--- src/rtl/bus_gate_arbiter.sv ---
// Round-robin arbiter driving the GATE/DIN pins of N shared-bus tri-state lane drivers.
// Every tenure is followed by one all-low TURN cycle, so two drivers never overlap on the bus.
module bus_gate_arbiter #(
   parameter int N        = 4,
   parameter int W        = 8,
   parameter int MAX_HOLD = 8
) (
   input  logic                 clk,
   input  logic                 rst,
   input  logic [N-1:0]         req,
   input  logic [N*W-1:0]       data,
   output logic [N-1:0]         gate,
   output logic [N*W-1:0]       din,
   output logic [N-1:0]         gnt,
   output logic [$clog2(N)-1:0] owner,
   output logic                 busy
);
   localparam int IW = $clog2(N);
   localparam int HW = $clog2(MAX_HOLD + 1);
   localparam logic [IW:0] N_EXT = (IW+1)'(N);

   typedef enum logic [1:0] {IDLE, GRANT, TURN} state_t;

   state_t          state_q, state_d;
   logic [IW-1:0]   ptr_q, ptr_d;
   logic [HW-1:0]   hcnt_q, hcnt_d;
   logic [IW-1:0]   owner_q, owner_d;
   logic            busy_q, busy_d;
   logic [N-1:0]    gate_q, gate_d;
   logic [N*W-1:0]  din_q, din_d;

   logic            win_found;
   logic [IW-1:0]   win_idx;
   logic            load;
   logic [IW-1:0]   sel;

   // First requester at or above ptr_q, wrapping around the lane count.
   always_comb begin
      logic [IW:0] cand;
      win_found = 1'b0;
      win_idx   = '0;
      cand      = '0;
      for (int i = 0; i < N; i++) begin
         cand = {1'b0, ptr_q} + (IW+1)'(i);
         if (cand >= N_EXT) cand = cand - N_EXT;
         if (!win_found && req[cand[IW-1:0]]) begin
            win_found = 1'b1;
            win_idx   = cand[IW-1:0];
         end
      end
   end

   always_comb begin
      state_d = state_q;
      ptr_d   = ptr_q;
      hcnt_d  = hcnt_q;
      owner_d = owner_q;
      busy_d  = busy_q;
      load    = 1'b0;
      sel     = owner_q;
      case (state_q)
         GRANT: begin
            if (!req[owner_q] || hcnt_q == HW'(MAX_HOLD)) begin
               state_d = TURN;
               ptr_d   = (owner_q == IW'(N-1)) ? '0 : owner_q + IW'(1);
            end else begin
               hcnt_d = hcnt_q + HW'(1);
               load   = 1'b1;
            end
         end
         default: begin
            // IDLE and TURN share the arbitration path; TURN already sees the advanced ptr.
            if (win_found) begin
               state_d = GRANT;
               owner_d = win_idx;
               hcnt_d  = HW'(1);
               busy_d  = 1'b1;
               load    = 1'b1;
               sel     = win_idx;
            end else begin
               state_d = IDLE;
               busy_d  = 1'b0;
            end
         end
      endcase
   end

   generate
      for (genvar gi = 0; gi < N; gi++) begin : g_lane
         assign gate_d[gi]          = load && (sel == IW'(gi));
         assign din_d[gi*W +: W]    = gate_d[gi] ? data[gi*W +: W] : '0;
      end
   endgenerate

   always_ff @(posedge clk or posedge rst) begin
      if (rst) begin
         state_q <= IDLE;
         ptr_q   <= '0;
         hcnt_q  <= '0;
         owner_q <= '0;
         busy_q  <= 1'b0;
         gate_q  <= '0;
         din_q   <= '0;
      end else begin
         state_q <= state_d;
         ptr_q   <= ptr_d;
         hcnt_q  <= hcnt_d;
         owner_q <= owner_d;
         busy_q  <= busy_d;
         gate_q  <= gate_d;
         din_q   <= din_d;
      end
   end

   assign gate  = gate_q;
   assign gnt   = gate_q;
   assign din   = din_q;
   assign owner = owner_q;
   assign busy  = busy_q;
endmodule

--- config.mk ---
export PLATFORM = sky130hd
export DESIGN_NAME = bus_gate_arbiter
export DESIGN_NICKNAME = d
export VERILOG_FILES = /design/src/rtl/bus_gate_arbiter.sv
export SDC_FILE = /design/constraint.sdc
export NUM_CORES = 1
export LEC_CHECK = 0
export CORE_MARGIN = 2
export CORE_UTILIZATION = 38
export DETAILED_ROUTE_END_ITERATION = 6
export GPL_TIMING_DRIVEN = 0
export PLACE_DENSITY = 0.76
export SETUP_SLACK_MARGIN = 0.05
export SLEW_MARGIN = 10
export SYNTH_ARGS = -nofsm -noshare
export SYNTH_HDL_FRONTEND = slang
export SYNTH_SLANG_ARGS = --single-unit
--- constraint.sdc ---
create_clock -name clk -period 1.75 [get_ports clk]
set_input_delay 0.175 -clock clk [delete_from_list [all_inputs] [get_ports clk]]
set_output_delay 0.175 -clock clk [all_outputs]
set_load 0.05 [all_outputs]
## Yosys cells after proc, flatten, opt, wreduce, memory -nomap -nowiden

Cells that the tools add are included.

- ROM bits: 0
- Word-level logic and storage cells: 87
- Memory bits (writable): 0
- Memories: 0
- Output and inout bits: 43
- Flip-flop bits (word level): 47
- Bits of input ports: 38
- Bits in latches: 0

- Add/subtract/negate cells: 9
- Divide/modulo/power cells: 0
- Bitwise gates (word level): 0
- $mul: 0
- Reductions and logical operators: 16
- Mux-type cells: 38
- Shift operators: 0
- Magnitude comparators: 9
- Equality and inequality tests: 8

Operator list:

| cell | count |
|---|---|
| two-way mux 8 bit | 4 |
| two-way mux 2 bit | 13 |
| less-than comparator 2 x 3 -> 1 bit (second input constant) | 5 |
| two-way mux 1 bit | 13 |
| two-way mux 4 bit | 3 |
| binary-select mux 1 bit (select 2 bit) | 5 |
| greater-or-equal comparator 3 bit (second input constant) | 3 |
| subtractor 2 x 1 -> 2 bit (second input constant) | 4 |
| logical AND 1 bit | 7 |
| adder 2 x 2 -> 3 bit (second input constant) | 2 |
| equality test 2 bit (second input constant) | 3 |
| adder 4 x 1 -> 4 bit (second input constant) | 1 |
| equality test 2 x 1 -> 1 bit (second input constant) | 2 |
| equality test 4 bit (second input constant) | 1 |
| zero test 1 bit | 4 |
| inequality test 2 bit (second input constant) | 2 |
| AND reduction 2 bit | 2 |
| adder 2 x 1 -> 3 bit (second input constant) | 1 |
| greater-or-equal comparator 2 x 3 -> 1 bit (second input constant) | 1 |
| adder 2 x 1 -> 2 bit (second input constant) | 1 |
| zero test 2 bit | 1 |
| nonzero test 2 bit | 1 |
| logical OR 1 bit | 1 |

## Longest topological paths before layout

- Word-level depth: 19
- Gate-level depth with buffers: 9

## Worst setup path before layout

OpenSTA, ideal clock, no wires.

- Path type: register to register
- Start: register owner_q[0] (netlist: owner[0])
- End: register din_q[24] (netlist: din[24])
- Stages on the path, launching flop included: 7
- Required time: 1627 ps
- Period minus slack after synthesis: 2108 ps
- Path buffers: 2
- Data arrival time: 1985 ps
- Slack: -358 ps
- Path through: dfrtp_1 mux4_2 nand3_2 o32a_1 buf_2 buf_2 nor3b_1

- Cells in the longest elaborated chain, start to end: 8

RTL lines:

| what | line | source |
|---|---|---|
| from (decl) | 27 | `logic [IW-1:0] owner_q, owner_d;` |
| from (signal assigned) | 108 | `owner_q <= owner_d;` |
| binary-select mux 1 bit (select 2 bit) | 63 | `if (!req[owner_q] \|\| hcnt_q == HW'(MAX_HOLD)) begin` |
| two-way mux 1 bit (not written as such) | 63 |  |
| zero test 1 bit | 63 |  |
| logical OR 1 bit | 63 |  |
| two-way mux 1 bit | 63 |  |
| two-way mux 1 bit | 61 | `case (state_q)` |
| logical AND 1 bit * | 90 | `assign gate_d[gi] = load && (sel == IW'(gi));` |
| two-way mux 8 bit * | 91 | `assign din_d[gi*W +: W] = gate_d[gi] ? data[gi*W +: W] : '0;` |
| via din_d[24] | 30 | `logic [N*W-1:0] din_q, din_d;` |
| to (signal assigned) | 111 | `din_q <= din_d;` |
| to (decl) | 30 |  |

The timed path passes the listed nets; every way through them passes the cells marked *. The select of a mux whose other input is x is not followed.
A chain may end at the register's enable or synchronous reset.

## Worst setup path after layout

- Start: register owner_q[0] (netlist: owner[0])
- End: register din_q[26] (netlist: din[26])

The elaborated chain is that of the path after synthesis.

==> results.toml <==
[place]
place_hpwl_mm = 3.21
placed_area_mm2 = 0.00296
place_congestion = 0.738
port_buffers = 80
dp_cells = 313

[global_routing]
grt_pass1_wl_mm = 7.82
grt_max_degree = 26
grt_pass1_vias = 1613
grt_overflow = 0
gr-usage-all-layers = 0.171
antenna_found_initial = 0

[logic_synthesis]
netlist_top_cells_area = "dfrtp_1, nor3b_1, a211oi_2"
ys_ff_latch = 47
synth.yosys.warnings = 0
synthesis.area_mm2 = 0.00200
synth_cell_types = 33
synth_cells = 162
synthArstFlopShare = 1.00
synth_top_area_share = 0.588
synth-seq-area-share = 0.588
syn-num-nets = 203
avgSynthCellArea_um2 = 12.3
synth.largest_area_cell = "dfrtp_1"
synth_edf_count = 0
synth_ff_type = "dfrtp_1"

[power]
fin_total_pwr_mw = 7.02
ir_drop_mv = 0.997
power.leakage_nw = 1.55
p_per_area_mw_per_mm2 = 2040

[timing]
finalClockSkew_ps = 7.44
tns_ps = 0
fin_crit_sh = 0.979
period_minus_slack_ps = 1710
setup_viol = 0
holdWs_ps = 212
max_slew_margin = 0.651
finalHoldViolCount = 0
worst_slew_pin_slew_ps = 522
rsz0062_at_grt = "true"
maxSlewViolCount = 0
max_freq_mhz = 584

[routing]
wl_mm = 4.93
avgRoutedWirePerCell_um = 14.5
antenna_left = 0
drc = 0
avgViaCountPerCell = 4.69
drt-initial-drc-count = 68
via_count = 1590
dr.pass1.iters = 4

[cts]
cts_tree = "built"
cts.sinks = 47
ctsRootBufferMaster = "clkbuf_8"
cts_buffers = 5
clock_latency_ps = 290
htreeDepth = 2
clk_pin_slew_worst_paths_ps = 90
holdBufCountCts = 0
clk_path_buf_depth = 2

[floorplanning]
core_area_mm2 = 0.00511
placementRows = 26
die_height_um = 76.5
die_w_um = 76.5
start_util = 0.391
pin_count = 81
die_area_mm2 = 0.00586

[cells_and_area]
area_growth_pct = 72.4
fin_nets = 309
drive_gt1_frac = 0.323
final_cell_count_no_fill = 339
antenna_cells = 0
finalInstanceArea_mm2 = 0.00345

[setup_path]
critPathRequiredTime_ps = 1940
critical_path.endpoint_type = "flop"
start_kind = "flop"
cp_data_arrival_time_ps = 1900
critPathKind = "flop to flop"
cp_max_fo = 5

[run_status]
status = "finished clean"

[run]
maxCapViolations = 0

[hold_path]
holdCritPathClass = "primary input to async pin"
## layer usage
layer / part of all wire / vias to the layer above / track usage
li1: - / 760 / -
met1: 0.43 / 771 / 0.211
met2: 0.51 / 57 / 0.289
met3: 0.051 / 2 / 0.0498
met4: 0.0083 / 0 / 0.0564
met5: 0 / - / 0
## metrics by stage
step / setup WS (ps) / util
final: 37.1 / 0.675
after detailed placement: -595 / 0.579
after global routing: -24.5 / 0.675
after floorplan: -62.2 / -
after global placement: -582 / 0.575
after CTS: -96.2 / 0.645
## worst max-delay path, cell delays in order (launching register included)
cell	delay, ps
dfrtp_2	400
mux4_2	580
nand3_4	110
o32a_1	180
buf_6	150
clkbuf_16	150
nor3b_2	40
## state kept, by name, indices dropped and copies added (netlist names)
| signal | cells |
|---|---|
| busy | 1 |
| din | 32 |
| gate | 4 |
| hcnt_q | 4 |
| owner | 2 |
| ptr_q | 2 |
| state_q | 2 |
## final cells by class
class	count	area, um^2
inverter	24	97.6
buffer	10	114
tap	70	87.6
clock buffer	6	82.6
multi-input combinational	78	795
clock inverter	2	35.0
fill	400	1660
sequential	47	1180
timing repair buffer	102	1060
## timing repair
item                                    4_1_cts  5_1_grt
cloned                                        1        3
pin swaps                                    11        7
endpoints found under the setup margin       44       42
gates resized for setup                      31       23
buffers inserted                             12        5
## logic make-up (layout without fill, tap and decap cells)
logic type | count (synthesis) | count (layout) | share of synthesized area
AO/OA/AOI/OAI | 34 | 34 | 0.145
adder cells (fa/ha/maj) | 3 | 3 | 0.0188
buffers and inverters | 37 | 144 | 0.101
flip-flops | 47 | 47 | 0.588
multiplexers | 4 | 4 | 0.0282
AND/OR/NAND/NOR | 37 | 37 | 0.120
## power breakdown
part           internal (mW)  switching [mW]  total [mW]
combinational           1.94            2.60        4.54
clock                  0.462           0.352       0.815
sequential              1.47           0.200        1.67
## cell usage in the layout, fill, tap and decap left out, drive strengths merged, types with 4 or more instances in the layout
cell type      count
nand2              4
clkdlybuf4s50     69
nor2               5
buf               30
dlygate4sd2        8
a211oi            16
dfrtp             47
a21oi              6
nor3b             16
clkbuf             8
inv               24
## cells in the mapped netlist, types with 2 or more instances
master	number
a211oi_1	8
a211oi_2	8
a21oi_1	5
buf_2	3
buf_4	5
buf_6	5
dfrtp_1	47
ha_1	3
inv_1	23
mux2_2	3
nand2_1	4
nand2b_1	3
nand3_1	2
nor2_1	5
nor3b_1	16
o211ai_1	2
o21ai_0	2
o31ai_1	3
## final timing paths
kind                        endpoint  cells past startpoint  slack (ps)  startpoint
min                          gate[3]                      2         210         rst
max reg2reg                  din[26]                      6          40    owner[0]
max in group asynchronous   ptr_q[1]                      3        1020         rst
max                          din[26]                      6          40    owner[0]
min in group clk                busy                      3         340      req[1]
min reg2reg                hcnt_q[2]                      1         520   hcnt_q[2]
Note: power is estimated with default switching activity, not from simulation.
==> variant (same settings) <==
`din_q` no longer has a reset.
--- a/src/rtl/bus_gate_arbiter.sv
+++ b/src/rtl/bus_gate_arbiter.sv
@@ -100,7 +100,6 @@
          owner_q <= '0;
          busy_q  <= 1'b0;
          gate_q  <= '0;
-         din_q   <= '0;
       end else begin
          state_q <= state_d;
          ptr_q   <= ptr_d;
@@ -108,8 +107,11 @@
          owner_q <= owner_d;
          busy_q  <= busy_d;
          gate_q  <= gate_d;
-         din_q   <= din_d;
       end
+   end
+
+   always_ff @(posedge clk) begin
+      din_q <= din_d;
    end
 
    assign gate  = gate_q;
Function: changed (Yosys sat finds a counterexample within 4 cycles, from zero or initial values and one cycle with rst high).
==> variant against the original RTL <==
- first-iteration DRC count is 38% lower
- synthesized area is 6.7% higher
- core utilization shrank 3.0 points
- global-route usage decreased by 0.42 points
- sequential cell count unchanged
- cell area increased by 2.5%
- total power grew 2.4%
- critical path type unchanged
- wire length rose by 6.9%
- setup slack worse by 0.026 ns
==> variant: results (changes against the original RTL) <==
Outcome = complete, no violations
Number of flip-flops in the largest register = 32 (unchanged)
Synth top area cells = dfxtp_1, dfrtp_1, a221oi_2
Worst path max stage delay = 0.56 ns (-0.02 ns)
Share of cells above drive strength 1 = 0.3310 (+0.007541)
Worst slack at placement = -0.4466 ns (+0.1483 ns)
Achievable Freq = 0.5752 GHz (-1.5%)
Via count = 1709 (+7.5%)
Top FF cell, synth = dfxtp_1
Worst setup path startpoint = owner[0]
Worst-path maximum fanout = 8 (+3)
Slowest stage cell on the critical path = mux4_2
Iteration-0 DRC Markers = 42 (-38%)
Root Driver = clkbuf_8
Worst Max-Slew Pin Slew = 0.5854 ns (+0.06317 ns)
Worst Setup EP = din[12]
Fillers = 430 (+7.5%)
Inst Count DP = 329 (+5.1%)
Comb pwr share = 0.664 (+0.017)
Max Root-Sink Buffers = 2 (unchanged)
First-pass GRT wire length = 8.086 mm (+3.3%)
Hold WC Path Type = in -> async
Worst reg-to-reg path cell count = 6 (unchanged)
GRT Overall Usage = 0.1670 (-0.004179)
CTS H-Tree Depth = 2 (unchanged)
Synth cell types = 41 (+24%)
Static leakage = 1.496 nW (-3.7%)
P_int = 3.810 mW (-1.6%)
Cts bufs inserted = 5 (unchanged)
P_seq = 1.61 mW (-4%)
Post-synthesis sequential area ratio = 0.4762 (-0.1120)
Maximum vdd drop = 0.0009675 V (-2.9%)
Pin count of the biggest net entering global routing = 16 (-38%)
Hold Slack = 0.2237 ns (+0.01148 ns)
DR pass1 iterations = 4 (unchanged)
Port Buffers = 80 (unchanged)
CP Data Arrival Time = 1.91 ns
CP delay by family, top = multiplexers
DP Wirelength = 3.327 mm (+3.8%)
Post-placement cell area = 3045 um^2 (+3.0%)
Synth cell count leaders = dfxtp_1, inv_1, dfrtp_1
Ant diodes = 0 (unchanged)
Avg Synthesized Cell Area = 12.05 um^2 (-2.3%)
Worst Skew = 0.01212 ns (+0.004683 ns)
Ys async rst share = 0.3191 (-0.6809)
Reg clk slew, reported paths = 0.09 ns (about the same)
Initial antenna violation count = 0 (unchanged)
Pins over their slew limit = 0 (unchanged)
Routed len/inst = 14.93 um (+2.6%)
Gp weighted congestion = 0.7549 (+2.3%)
Nets = 321 (+3.9%)
R2r setup slk = 0.01 ns (-0.03 ns)
Power Density = 2036 nW/um^2 (about the same)
Post-synth net total = 218 (+7.4%)
Vias/cell = 4.841 (+3.2%)
variant: cell type report:
cell class / count / area (um^2) / share of cell area
clock buffer: 5 / 68.82 / 0.01948
timing repair buffer: 95 / 975.9 / 0.2763
buffer: 15 / 181.4 / 0.05136
inverter: 31 / 116.4 / 0.03294
sequential: 47 / 1017 / 0.2880
tap: 72 / 90.09 / 0.02550
clock inverter: 3 / 43.79 / 0.01240
multi-input combinational: 85 / 1039 / 0.2940
variant: cell families (layout without fill, tap and decap cells):
family	after synthesis	count (layout)	synth area share
simple gates	37	38	0.1402
mux	3	3	0.01994
flops	47	47	0.4762
buf+inv	46	149	0.1214
compound gates	41	41	0.2246
fa+ha+maj	3	3	0.01760
variant: per-layer routing:
metal  GRT usage  share of wire
met2      0.2846           0.51
met3     0.05000          0.053
met4     0.05345          0.014
met5           0              0
met1      0.2030           0.43
variant: repair_timing:
action	4_1_cts	5_1_grt
pin swaps	2	10
gates resized for setup	21	20
hold buffers	0	0
setup buffers	8	5
setup endpoints to repair	38	42
cloned	0	3
